--- src/rtl/serial_adder_if.sv ---
// rtl/serial_adder_if.sv - start/busy/done handshake and operand/result bundle for serial_adder (Sub under SERIAL_ADDER_SUB_EN)
`timescale 1ns/1ps
interface serial_adder_if #(
    parameter int WIDTH = 16
);
    logic             Start;
    logic [WIDTH-1:0] A;
    logic [WIDTH-1:0] B;
    logic             CarryIn;
`ifdef SERIAL_ADDER_SUB_EN
    logic             Sub;
`endif
    logic             Busy;
    logic             Done;
    logic [WIDTH-1:0] Sum;
    logic             Carry;
    logic             Overflow;

    modport master (
        output Start, A, B, CarryIn,
`ifdef SERIAL_ADDER_SUB_EN
        output Sub,
`endif
        input  Busy, Done, Sum, Carry, Overflow
    );

    modport slave (
        input  Start, A, B, CarryIn,
`ifdef SERIAL_ADDER_SUB_EN
        input  Sub,
`endif
        output Busy, Done, Sum, Carry, Overflow
    );
endinterface

--- src/rtl/serial_adder.sv ---
// rtl/serial_adder.sv - multi-cycle adder, SLICE bits per clock LSB first; SERIAL_ADDER_SUB_EN adds subtract mode
`timescale 1ns/1ps
module serial_adder #(
    parameter int WIDTH = 16,
    parameter int SLICE = 1
) (
    input  logic          Clk,
    input  logic          Rst_n,
    serial_adder_if.slave bus
);
    localparam int NSLICE = WIDTH / SLICE;
    localparam int CW     = (NSLICE > 1) ? $clog2(NSLICE) : 1;
    localparam logic [CW-1:0] LAST = CW'(NSLICE - 1);

    if (SLICE < 1 || WIDTH < 2 || (WIDTH % SLICE) != 0) begin : g_bad_cfg
        $error("serial_adder: WIDTH must be >= 2 and a multiple of SLICE");
    end

    typedef enum logic {
        S_IDLE,
        S_RUN
    } state_t;

    state_t           state_q;
    logic [WIDTH-1:0] a_q;
    logic [WIDTH-1:0] b_q;
    logic [WIDTH-1:0] acc_q;
    logic             c_q;
    logic [CW-1:0]    cnt_q;
    logic             busy_q;
    logic             done_q;
    logic [WIDTH-1:0] sum_q;
    logic             carry_q;
    logic             ovf_q;

    logic [WIDTH-1:0] b_cap;
    logic             c_cap;
    logic [SLICE-1:0] slice_sum;
    logic             c_chain;
    logic             c_msb_in;
    logic             slice_cout;
    logic [WIDTH-1:0] acc_d;

    // Subtraction is folded into the captured operands so the datapath only ever adds.
`ifdef SERIAL_ADDER_SUB_EN
    assign b_cap = bus.Sub ? ~bus.B : bus.B;
    assign c_cap = bus.Sub ? ~bus.CarryIn : bus.CarryIn;
`else
    assign b_cap = bus.B;
    assign c_cap = bus.CarryIn;
`endif

    // c_msb_in is the carry into the top bit of the slice; on the last slice that is bit WIDTH-1.
    always_comb begin
        slice_sum = '0;
        c_chain   = c_q;
        c_msb_in  = c_q;
        for (int i = 0; i < SLICE; i++) begin
            if (i == SLICE - 1) begin
                c_msb_in = c_chain;
            end
            slice_sum[i] = a_q[i] ^ b_q[i] ^ c_chain;
            c_chain      = (a_q[i] & b_q[i]) | (c_chain & (a_q[i] ^ b_q[i]));
        end
        slice_cout = c_chain;
    end

    if (NSLICE == 1) begin : g_acc_single
        assign acc_d = slice_sum;
    end else begin : g_acc_shift
        assign acc_d = {slice_sum, acc_q[WIDTH-1:SLICE]};
    end

    always_ff @(posedge Clk or negedge Rst_n) begin
        if (!Rst_n) begin
            state_q <= S_IDLE;
            a_q     <= '0;
            b_q     <= '0;
            acc_q   <= '0;
            c_q     <= 1'b0;
            cnt_q   <= '0;
            busy_q  <= 1'b0;
            done_q  <= 1'b0;
            sum_q   <= '0;
            carry_q <= 1'b0;
            ovf_q   <= 1'b0;
        end else begin
            done_q <= 1'b0;
            case (state_q)
                S_IDLE: begin
                    if (bus.Start) begin
                        a_q     <= bus.A;
                        b_q     <= b_cap;
                        c_q     <= c_cap;
                        acc_q   <= '0;
                        cnt_q   <= '0;
                        busy_q  <= 1'b1;
                        state_q <= S_RUN;
                    end
                end
                S_RUN: begin
                    a_q   <= a_q >> SLICE;
                    b_q   <= b_q >> SLICE;
                    c_q   <= slice_cout;
                    acc_q <= acc_d;
                    cnt_q <= cnt_q + CW'(1);
                    if (cnt_q == LAST) begin
                        sum_q   <= acc_d;
                        carry_q <= slice_cout;
                        ovf_q   <= c_msb_in ^ slice_cout;
                        done_q  <= 1'b1;
                        busy_q  <= 1'b0;
                        state_q <= S_IDLE;
                    end
                end
                default: state_q <= S_IDLE;
            endcase
        end
    end

    assign bus.Busy     = busy_q;
    assign bus.Done     = done_q;
    assign bus.Sum      = sum_q;
    assign bus.Carry    = carry_q;
    assign bus.Overflow = ovf_q;
endmodule
--- src/flat_wrapper.sv ---
// flat-port wrapper written by rule: the top's interface ports become plain ports
module serial_adder_flat 
#(
    parameter int WIDTH = 16,
    parameter int SLICE = 1
)
  (Clk, Rst_n, bus_Start, bus_A, bus_B, bus_CarryIn, bus_Busy, bus_Done, bus_Sum, bus_Carry, bus_Overflow);
  serial_adder_if #(.WIDTH(WIDTH)) bus_i ();
  input  logic Clk;
  input  logic Rst_n;
  input wire logic [$bits(bus_i.Start)-1:0] bus_Start;
  input wire logic [$bits(bus_i.A)-1:0] bus_A;
  input wire logic [$bits(bus_i.B)-1:0] bus_B;
  input wire logic [$bits(bus_i.CarryIn)-1:0] bus_CarryIn;
  output wire logic [$bits(bus_i.Busy)-1:0] bus_Busy;
  output wire logic [$bits(bus_i.Done)-1:0] bus_Done;
  output wire logic [$bits(bus_i.Sum)-1:0] bus_Sum;
  output wire logic [$bits(bus_i.Carry)-1:0] bus_Carry;
  output wire logic [$bits(bus_i.Overflow)-1:0] bus_Overflow;
  assign bus_i.Start = bus_Start;
  assign bus_i.A = bus_A;
  assign bus_i.B = bus_B;
  assign bus_i.CarryIn = bus_CarryIn;
  assign bus_Busy = bus_i.Busy;
  assign bus_Done = bus_i.Done;
  assign bus_Sum = bus_i.Sum;
  assign bus_Carry = bus_i.Carry;
  assign bus_Overflow = bus_i.Overflow;
  serial_adder #(.WIDTH(WIDTH), .SLICE(SLICE)) u_core (.Clk(Clk), .Rst_n(Rst_n), .bus(bus_i));
endmodule
--- config.mk ---
export PLATFORM = sky130hd
export DESIGN_NAME = serial_adder_flat
export DESIGN_NICKNAME = d
export VERILOG_FILES = /design/src/rtl/serial_adder_if.sv /design/src/rtl/serial_adder.sv /design/src/flat_wrapper.sv
export SDC_FILE = /design/constraint.sdc
export NUM_CORES = 1
export LEC_CHECK = 0
export ABC_AREA = 1
export BUFFER_PORTS_ARGS = -buffer_cell sky130_fd_sc_hd__buf_4
export CAP_MARGIN = 10
export CORE_ASPECT_RATIO = 0.9
export CORE_MARGIN = 10
export CORE_UTILIZATION = 45
export CTS_CLUSTER_SIZE = 14
export DETAILED_ROUTE_END_ITERATION = 7
export PLACE_DENSITY = 0.65
export RECOVER_POWER = 100
export SYNTH_ARGS = -nofsm -noshare
export SYNTH_HDL_FRONTEND = slang
export SYNTH_SLANG_ARGS = --single-unit
--- constraint.sdc ---
create_clock -name Clk -period 1.5 [get_ports Clk]
set_input_delay 0.075 -clock Clk [delete_from_list [all_inputs] [get_ports Clk]]
set_output_delay 0.075 -clock Clk [all_outputs]
set_load 0.03 [all_outputs]
# ---- Yosys cells after proc, flatten, opt, wreduce, memory -nomap -nowiden
# Index checks and enable logic that the tools add are counted.
dict set report word_totals {
  elab_cells 42
  input_bits 36
  regBits 74
}
dict set report op_classes {
  n_eq_ne 3
  reduce_logical 2
  n_mux 18
  n_addsub 1
  n_bitwise 7
}
# op count
set ops {}
lappend ops {{case mux 16 bit (2 select lines)} 3}
lappend ops {{2-to-1 mux 16 bit} 3}
lappend ops {{case mux 4 bit (2 select lines)} 1}
lappend ops {{2-to-1 mux 1 bit} 7}
lappend ops {{case mux 1 bit (2 select lines)} 3}
lappend ops {{adder 4 x 1 -> 4 bit (second input constant)} 1}
lappend ops {{== test 4 bit (second input constant)} 1}
lappend ops {{2-to-1 mux 4 bit} 1}
lappend ops {{!= test 2 bit (second input constant)} 2}
lappend ops {{AND reduction 2 bit} 2}
lappend ops {{XOR 1 bit} 3}
lappend ops {{AND 1 bit} 2}
lappend ops {{inverter 1 bit} 1}
lappend ops {{OR 1 bit} 1}

# ---- Logic depth before layout (Yosys ltp)
dict set report logic_depth {
  ltp_word 4
  mapped_depth 7
}

# ---- Worst setup path before layout
# Ideal clock, no wire load.
dict set report synth_path {
  kind {reg2reg}
  start {reg u_core.c_q, in the netlist u_core.c_msb_in}
  end {reg u_core.ovf_q, in the netlist u_core.bus.Overflow}
  arrival_ns 1.072
  slack_ns 0.310
  path_stages_with_launch 6
  period_less_slack_ns 1.190
  setup_ns 0.118
  cell_sequence {dfrtp_1 fa_1 nand2_1 nand2_1 nand2_1 nand2_1}
}
dict set report synth_via {
  elab_chain_len 3
}
# element line
set synth_lines {}
lappend synth_lines {{start: declaration} serial_adder.sv:28} ;# logic c_q;
lappend synth_lines {{start signal: assignment} serial_adder.sv:94} ;# c_q <= c_cap;
lappend synth_lines {{start signal: assignment} serial_adder.sv:104} ;# c_q <= slice_cout;
lappend synth_lines {{AND 1 bit} serial_adder.sv:63} ;# c_chain = (a_q[i] & b_q[i]) | (c_chain & (a_q[i] ^ b_q[i]));
lappend synth_lines {{OR 1 bit} serial_adder.sv:63}
lappend synth_lines {{named net u_core.c_chain} serial_adder.sv:39} ;# logic c_chain;
lappend synth_lines {{XOR 1 bit} serial_adder.sv:110} ;# ovf_q <= c_msb_in ^ slice_cout;
lappend synth_lines {{end signal: assignment} serial_adder.sv:110}
lappend synth_lines {{end: declaration} serial_adder.sv:34} ;# logic ovf_q;
# The timed path passes the listed nets, and every way through them passes these cells.
# A chain may end at the register's enable or synchronous reset.

# ---- Worst setup path after layout
dict set report layout_path {
  start {reg u_core.state_q}
  end {reg u_core.a_q[11]}
}
dict set report layout_via {
  elab_chain_len 2
}
# element line
set layout_lines {}
lappend layout_lines {{start: declaration} serial_adder.sv:24} ;# state_t state_q;
lappend layout_lines {{start signal: assignment} serial_adder.sv:76} ;# state_q <= S_IDLE;
lappend layout_lines {{start signal: assignment} serial_adder.sv:98} ;# state_q <= S_RUN;
lappend layout_lines {{start signal: assignment} serial_adder.sv:113} ;# state_q <= S_IDLE;
lappend layout_lines {{inverter 1 bit} serial_adder.sv:89} ;# case (state_q)
lappend layout_lines {{case mux 16 bit (2 select lines) or != test 2 bit (tied branches)} -}
lappend layout_lines {{end signal: assignment} serial_adder.sv:92} ;# a_q <= bus.A;
lappend layout_lines {{end signal: assignment} serial_adder.sv:102} ;# a_q <= a_q >> SLICE;
lappend layout_lines {{end: declaration} serial_adder.sv:25} ;# logic [WIDTH-1:0] a_q;
# Parallel ways exist; a longest one is shown, timed or not.

==> run metrics <==
outcome=finished clean; Netlist Area Pre-Place=3040 sq um; worst r2r dst=u_core.a_q[11]; TritonCTS clock tree=built; Avg Synthesized Cell Area=between 8 and 9 sq um; Tot Pwr=approximately 0.0070 W; hold buffers post-CTS=34; Peak VDD IR=629 uV; Setup Fix Bufs, Post-CTS=0; Top FF cell, synth=dfrtp_1; worst setup path endpoint=u_core.a_q[11]; Synthesis Warnings=0; dpl hpwl=4.25 mm; CP Launch Point=u_core.state_q; synth unique cells=19; min Tclk post-route=1340 ps; CP max-delay cell=dfrtp_1; Worst R2R Start=u_core.state_q; cell row count=28; Sequential Area=about 1800 sq um; Routed Antenna Nets=0; Final setup viols=0; sequential area share after synthesis=0.602; Critical Path Max Stage Delay=490 ps; Pins Over Slew Limit=0; Critical Path, Cell by Cell=nor2_4 > clkbuf_4 > nand2_1 > nand3_1; WL final=approximately 6.7 mm; Total Die Area=10400 sq um; clock slew at reported path FFs=around 70 ps; Async SR Flop Fraction=1.00; clk_lat worst skew=340 ps; # DRC=0; Top delay family on crit path=flip-flops; Crit Path Category=reg -> reg; diodes inserted=0; Slew HR=0.493; DR vias=2446; Area Growth Syn to Fin=30.0%; first-pass GRT wire length=11.6 mm; CP max FO=37; H-tree levels=3; Post-synth top cells=nand2_1, dfrtp_1, nand3_1; Port Buffers=55; TritonCTS Buffers=9; fill cell count=631; stages on the worst setup path=4; Final TNS setup=0 ps; r2r worst-path depth=4; Seq cells post-synth=73; HP Class=in -> reg; die width=between 100 and 150 um; initial core utilization=0.463; core area=6550 sq um; post-synth top area share=0.602; initial antenna violation count=0; first-pass detailed-route iteration total=4; GP Congestion=0.735; clock tree buffer depth=2; wire per inst=12.7 um; Worst EP required=1760 ps; largest net degree at the start of global routing=38; Period Utilization, post-route=0.892; Critical Path End Type=flip-flop; buffers plus inverters on the worst setup path=1; Post-layout nets=471; vias in the first global route=2436; cell accounting for the most synthesized area=dfrtp_1; CP Launch Type=flip-flop; PD cells=1780 nW/um^2; Root Buffer=clkbuf_8; Syn Inst Count=between 300 and 400; 1st-iter DRT viols=77; Tot GR Track Use=0.136; Critical Path AT=1600 ps; reg-to-reg slack, setup=160 ps; RSZ-0062 raised after global routing=false; num ports=56; clock sink total=73; area of the multi-input gates=992 sq um; CTS resizes=0; Syn Nets=379; Post-synth EDFFs=0; worst slew pin tran=~760 ps; share of post-route cells with drive strength above 1=0.146; final hold violation count=0; grt total ovfl=0; most frequent cell after synthesis=nand2_1; fmax=~0.75 GHz; Synth area leaders=dfrtp_1, nand2_1, nand3_1; Max-cap violations=0; clk_skew=6.53 ps; Die Y=97.9 um; vias per cell=4.63; Pleak=2.00 nW
-- layout by cell type, fill, tap and decap left out --
cell             n
inv_1           20
clkbuf_8        10
nand3_1         33
dlygate4sd3_1   34
inv_2            2
o22ai_1         13
inv_4            1
clkbuf_1        23
bufinv_16        1
o21ai_0          4
clkinv_2         2
nor2_4           2
clkbuf_2         5
ha_1             1
buf_2            1
nand2_4          1
nand2_1        168
dfrtp_1         73
a21oi_1          1
fa_1             1
buf_12           1
buf_4           35
nor2_1           3
clkbuf_4         1
nand2_2          2
-- worst register-to-register path, delay by kind of cell (launching register included) --
family | cells | cell delay, ps
buffers and inverters | 1 | 410
and+or+nand+nor | 3 | 370
DFF | 1 | 490
-- logic make-up after synthesis --
group,count (synthesis),share of synthesized area
AND/OR/NAND/NOR,209,0.281
buffers and inverters,39,0.0713
AO/OA/AOI/OAI,18,0.0350
adder cells (fa/ha/maj),2,0.0107
flip-flops,73,0.602
-- final cells by class --
| class | count | share of cell area |
|---|---|---|
| well taps | 90 | 0.0285 |
| clock inverters | 3 | 0.0101 |
| repair buffers | 97 | 0.186 |
| multi-input cells | 229 | 0.252 |
| flip-flops and latches | 73 | 0.463 |
| clock buffers | 13 | 0.0377 |
| inverters | 23 | 0.0225 |
-- power breakdown --
group	internal (W)	total (W)	switching, W
clock	0.000811	0.00148	0.000671
sequential	0.00275	0.00320	0.000457
combinational	0.000789	0.00233	0.00154
-- sequential cells by signal (all words and copies together), names as in the netlist, 4 cells and up --
register,cells
u_core.a_q,16
u_core.acc_q,15
u_core.b_q,16
u_core.bus.Sum,16
u_core.cnt_q,4
-- through the flow --
stage | setup slack [ps] | cell area [sq um] | instances | utilization | hold slack, ps
2_1_floorplan | 310 | 3040 | 341 | - | -221
3_3_place_gp | 204 | 3520 | 478 | 0.537 | 24.5
3_5_place_dp | 160 | 3520 | 478 | 0.537 | 33.6
4_1_cts | 140 | 4050 | 528 | 0.618 | 33.6
5_1_grt | 16.7 | 3950 | 528 | 0.602 | 32.4
6_report | 163 | 3950 | 528 | 0.602 | 50.2
-- how the worst min path moves through the flow --
stage               cells after the start  slack (ps)  startpoint               to
floorplan                               0        -220       Rst_n    u_core.a_q[0]
global placement                        1          20       Rst_n   u_core.b_q[15]
detailed placement                      1          30       Rst_n   u_core.b_q[15]
CTS                                     4          30   bus_Start  u_core.cnt_q[3]
global route                            4          30   bus_Start  u_core.cnt_q[3]
finish                                  4          50   bus_Start  u_core.cnt_q[3]
-- metal layers --
| metal | up-vias | global-route usage | part of all wire |
|---|---|---|---|
| li1 | 1248 | - | - |
| met1 | 1133 | 0.179 | 0.47 |
| met2 | 57 | 0.207 | 0.47 |
| met3 | 8 | 0.0493 | 0.052 |
| met4 | 0 | 0.0375 | 0.010 |
| met5 | - | 0 | 0 |
(Power assumes the default switching activity.)
